==> src/rtl/combine_2x1_seq.sv <==
// combine_2x1_seq: two-lane to one-lane merger.
// Each input lane has its own small FIFO. A single output register is
// loaded from the lane chosen by i_cmd. Command 11 merges both lanes
// round-robin.
module combine_2x1_seq #(
    parameter int DATA_WIDTH     = 32,
    parameter int COMMMAND_WIDTH = 2,
    parameter int FIFO_DEPTH     = 2
) (
    input  logic                      clk,
    input  logic                      rst,
    input  logic [1:0]                i_valid,
    input  logic [2*DATA_WIDTH-1:0]   i_data_bus,
    output logic [1:0]                o_ready,
    output logic                      o_valid,
    output logic [DATA_WIDTH-1:0]     o_data_bus,
    output logic                      o_src,
    input  logic                      i_ready,
    input  logic                      i_en,
    input  logic [COMMMAND_WIDTH-1:0] i_cmd
);

    localparam int AW = $clog2(FIFO_DEPTH);
    localparam logic [AW:0]   OCC_FULL = (AW+1)'(FIFO_DEPTH);
    localparam logic [AW:0]   OCC_ONE  = (AW+1)'(1);
    localparam logic [AW-1:0] PTR_ONE  = AW'(1);

    localparam logic [COMMMAND_WIDTH-1:0] CMD_LO = COMMMAND_WIDTH'(1);
    localparam logic [COMMMAND_WIDTH-1:0] CMD_HI = COMMMAND_WIDTH'(2);
    localparam logic [COMMMAND_WIDTH-1:0] CMD_RR = COMMMAND_WIDTH'(3);

    logic [DATA_WIDTH-1:0] mem [2][FIFO_DEPTH];
    logic [DATA_WIDTH-1:0] lane_data [2];
    logic [AW-1:0]         wr_ptr [2];
    logic [AW-1:0]         rd_ptr [2];
    logic [AW:0]           occ [2];
    logic                  rr;
    logic                  rr_next;
    logic [1:0]            push;
    logic [1:0]            pop;
    logic [1:0]            not_empty;
    logic                  load;
    logic                  sel_valid;
    logic                  sel_lane;

    assign lane_data[0] = i_data_bus[DATA_WIDTH-1:0];
    assign lane_data[1] = i_data_bus[2*DATA_WIDTH-1:DATA_WIDTH];

    // Per-lane ready and push.
    // Ready comes from stored occupancy only, so a full FIFO never accepts a
    // word in the same cycle it pops one.
    always_comb begin
        not_empty = '0;
        o_ready   = '0;
        push      = '0;
        for (int unsigned k = 0; k < 2; k++) begin
            not_empty[k] = (occ[k] != '0);
            o_ready[k]   = rst & i_en & (occ[k] != OCC_FULL);
            push[k]      = i_valid[k] & o_ready[k];
        end
    end

    // Lane selection for the output register, plus the round-robin update.
    always_comb begin
        load      = i_en & (~o_valid | i_ready);
        sel_valid = 1'b0;
        sel_lane  = 1'b0;
        rr_next   = rr;
        if (load) begin
            case (i_cmd)
                CMD_LO: begin
                    sel_valid = not_empty[0];
                    sel_lane  = 1'b0;
                end
                CMD_HI: begin
                    sel_valid = not_empty[1];
                    sel_lane  = 1'b1;
                end
                CMD_RR: begin
                    if (&not_empty) begin
                        sel_valid = 1'b1;
                        sel_lane  = rr;
                        rr_next   = ~rr;
                    end else if (not_empty[0]) begin
                        sel_valid = 1'b1;
                        sel_lane  = 1'b0;
                        rr_next   = 1'b1;
                    end else if (not_empty[1]) begin
                        sel_valid = 1'b1;
                        sel_lane  = 1'b1;
                        rr_next   = 1'b0;
                    end
                end
                default: ;
            endcase
        end
        pop = sel_valid ? (sel_lane ? 2'b10 : 2'b01) : 2'b00;
    end

    // FIFO storage writes. The storage needs no reset because occupancy gates
    // all reads.
    always_ff @(posedge clk) begin
        for (int unsigned k = 0; k < 2; k++) begin
            if (push[k]) begin
                mem[k][wr_ptr[k]] <= lane_data[k];
            end
        end
    end

    // FIFO pointers and occupancy. The power-of-two depth makes pointer
    // wrapping free.
    always_ff @(posedge clk or negedge rst) begin
        if (!rst) begin
            for (int unsigned k = 0; k < 2; k++) begin
                wr_ptr[k] <= '0;
                rd_ptr[k] <= '0;
                occ[k]    <= '0;
            end
        end else begin
            for (int unsigned k = 0; k < 2; k++) begin
                if (push[k]) wr_ptr[k] <= wr_ptr[k] + PTR_ONE;
                if (pop[k])  rd_ptr[k] <= rd_ptr[k] + PTR_ONE;
                case ({push[k], pop[k]})
                    2'b10:   occ[k] <= occ[k] + OCC_ONE;
                    2'b01:   occ[k] <= occ[k] - OCC_ONE;
                    default: occ[k] <= occ[k];
                endcase
            end
        end
    end

    // Output register and round-robin pointer.
    always_ff @(posedge clk or negedge rst) begin
        if (!rst) begin
            o_valid    <= 1'b0;
            o_data_bus <= '0;
            o_src      <= 1'b0;
            rr         <= 1'b0;
        end else begin
            rr <= rr_next;
            if (load) begin
                if (sel_valid) begin
                    o_data_bus <= mem[sel_lane][rd_ptr[sel_lane]];
                    o_src      <= sel_lane;
                    o_valid    <= 1'b1;
                end else begin
                    o_valid    <= 1'b0;
                end
            end
        end
    end

endmodule

==> config.mk <==
export PLATFORM = sky130hd
export DESIGN_NAME = combine_2x1_seq
export DESIGN_NICKNAME = d
export VERILOG_FILES = /design/src/rtl/combine_2x1_seq.sv
export SDC_FILE = /design/constraint.sdc
export NUM_CORES = 1
export LEC_CHECK = 0
export BUFFER_PORTS_ARGS = -buffer_cell sky130_fd_sc_hd__buf_2
export CORE_MARGIN = 2
export CORE_UTILIZATION = 43
export CTS_CLUSTER_SIZE = 16
export DETAILED_ROUTE_END_ITERATION = 12
export PLACE_DENSITY = 0.63
export SYNTH_ARGS = -nofsm -noshare
export SYNTH_HDL_FRONTEND = slang
export SYNTH_SLANG_ARGS = --single-unit
==> constraint.sdc <==
create_clock -name clk -period 3.4 [get_ports clk]
set_clock_uncertainty 0.1 [all_clocks]
set_input_delay 0.34 -clock clk [delete_from_list [all_inputs] [get_ports clk]]
set_output_delay 0.34 -clock clk [all_outputs]
set_load 0.01 [all_outputs]
==> out/results.tsv <==
metric	value	unit
largest net degree at the start of global routing	44	
drt initial violations	152	
worst slew pin tran	1.071	ns
cell count along the critical path	7	
sequential share of the synthesized area	73.59	%
CP Max Fanout	19	
worst path required time	3.65	ns
Synth Cell Area	6685	sq um
worst hold endpoint	mem[1][40]	
RR Endpoint	occ[1]	
family with the most delay on the worst path	compound AO/OA/AOI/OAI gates	
Final Max Tran Viols	0	
Hold Fails Final Rpt	0	
RSZ-0062 raised after global routing	no	
final setup violation count	0	
Setup CP Type	flip-flop to flip-flop	
vias in the first global route	4043	
clock root buffer master	clkbuf_16	
worst vdd ir	0.3471	mV
total core area	15200	sq um
worst hold start	i_data_bus[40]	
Max-slew headroom	28.59	%
Antenna diodes	0	
WL final	13120	microns
reg2reg setup slack	1.01	ns
ratio of cells with drive above 1 in the final layout	31.83	%
I/O Buffers	107	
Starting Density	43.98	%
fin nets	639	
P_leak	3.435	nW
Synth Warn #	0	
HPWL after DPL	8170	microns
Post-CTS Resized	0	
placed inst area	7422	sq um
via count	3897	
Buf/Inv on CP	1	
die width	128.7	microns
Die H	128.7	microns
Final Util	56.22	%
FP Rows	45	
CP Capture Type	flip-flop	
class of the worst hold path	primary input to flip-flop	
die area	16560	sq um
H-Tree Depth	4	
Syn Nets	475	
status	finished, final reports clean	
Avg WL per Cell	17.13	microns
Power, Total	6.432	mW
cell count after synthesis	401	
hold_ws	0.02135	ns
Reg clk slew, reported paths	0.06	ns
# DRC	0	
Syn-to-layout area delta	27.85	%
Max Fclk	419.0	MHz
Antenna Nets Post-Route	0	
first-pass GRT wire length	20490	microns
# Max-Cap Violations	0	
via density per instance	5.087	
Overall Global Routing Usage	16.69	%
worst hold path depth	1	
CTS Buffer Depth	2	
Avg Inst Size Synth	16.67	sq um
crit path DAT	2.63	ns
CTS tree	done	
reg2reg path depth	7	
min Tclk post-route	2.387	ns
CP Launch Type	flip-flop	
1st-pass router iterations	4	
reg2reg start	occ[2]	
GP Congestion	0.7253	
critical-path cell list	nor2_1 > o221a_2 > nand2b_1 > inv_1 > ha_1 > nor2_1 > xor2_1	
post-CTS setup buffers	0	
Worst-Skew Late Latency	0.43	ns
antenna violations before repair	0	
final period utilization	70.20	%
Setup TNS	0	ns
cts hold-fix bufs	53	
Num CTS Buffers	17	
CP max-delay cell	o221a_2	
Congestion Overflow GR	0	
max incr delay on CP	0.64	ns
Pwr Density	752.6	nW/um^2
Distinct cells, synth	26	
Clock Sinks	171	
Yosys reg bits	171	
CP most frequent cell	nor2_1	
I/O pins	108	
fin area	8547	sq um
## layer usage
metal	GRT usage, %	share of wire, %
met4	7.417	2.1
met1	19.55	44
met5	0	0
met2	29.29	51
met3	3.992	3.4
## cells by family after synthesis
group / after synthesis / share of synthesized area [%]
AO/OA/AOI/OAI: 76 / 9.732
XOR/XNOR: 10 / 1.310
adder cells (fa/ha/maj): 2 / 0.3743
buffers and inverters: 27 / 2.283
flip-flops: 171 / 73.59
multiplexers: 64 / 9.583
AND/OR/NAND/NOR: 51 / 3.126
## metrics by stage
step	setup WS [ns]	instances
finish	1.013	766
global route	0.8298	766
CTS	0.9686	765
detailed placement	0.9867	680
global placement	1.095	680
floorplan	0.6047	401
## synth_stat cells
master,instances,area share (%)
o221a_1,1,0.17
o221ai_2,2,0.45
nand2b_1,2,0.19
clkbuf_1,1,0.056
dfrtp_1,43,16
nor2_2,1,0.094
o21ai_0,3,0.22
a21oi_1,4,0.30
xnor2_1,7,0.92
a21oi_2,30,3.9
or2_1,1,0.094
a22o_1,32,4.2
buf_2,17,1.3
nor2_1,6,0.34
o31ai_1,1,0.11
o21a_1,2,0.22
inv_1,5,0.28
nand2_1,38,2.1
o41ai_1,1,0.13
edfxtp_1,128,57
and2_1,1,0.094
and3_1,2,0.19
xor2_1,3,0.39
ha_1,2,0.37
buf_6,4,0.67
mux2i_1,64,9.6
## state kept, by name, indices dropped and copies added (netlist names)
| name | flops |
|---|---|
| mem | 128 |
| o_src | 1 |
| wr_ptr | 2 |
| occ | 4 |
| rr | 1 |
| o_valid | 1 |
| o_data_bus | 32 |
| rd_ptr | 2 |
## worst max path at each step
stage / from / endpoint / slack (ns)
floorplan: occ[0] / mem[1][32] / 0.60
global placement: occ[2] / occ[1] / 1.10
detailed placement: occ[2] / occ[1] / 0.99
CTS: occ[2] / occ[1] / 0.97
global route: occ[2] / occ[1] / 0.83
finish: occ[2] / occ[1] / 1.01
## worst reg2reg max path, delay by kind of cell (launching register included)
family,cells,cell delay [ns]
fa+ha+maj,1,0.25
xor+xnor,1,0.15
simple gates,3,0.63
flops,1,0.44
compound gates,1,0.64
buf+inv,1,0.09
## placed cells by master, fill, tap and decap left out, drive strengths merged, types with 5 or more instances in the layout
master	synthesis	final
dfrtp	43	43
mux2i	64	64
clkinv	0	5
edfxtp	128	128
inv	5	8
nor2	7	7
buf	21	113
dlygate4sd3	0	54
nand2	38	38
xnor2	7	7
a21oi	34	34
clkbuf	1	19
a22o	32	32
## power by group
part / switching (mW) / internal, mW / leakage [nW]
clock network: 0.788 / 1.11 / 0.280
logic: 0.733 / 0.779 / 1.47
registers: 0.414 / 2.61 / 1.68
## layout make-up
| cell class | count | area (sq um) |
|---|---|---|
| Fill cell | 1211 | 6655 |
| Sequential cell | 171 | 4922 |
| Multi-Input combinational cell | 203 | 1653 |
| Timing Repair Buffer | 167 | 1134 |
| Clock buffer | 19 | 442.9 |
| Tap cell | 188 | 235.2 |
| Clock inverter | 13 | 141.4 |
| Inverter | 5 | 18.77 |
No activity file was read; power rests on OpenSTA's default activity.
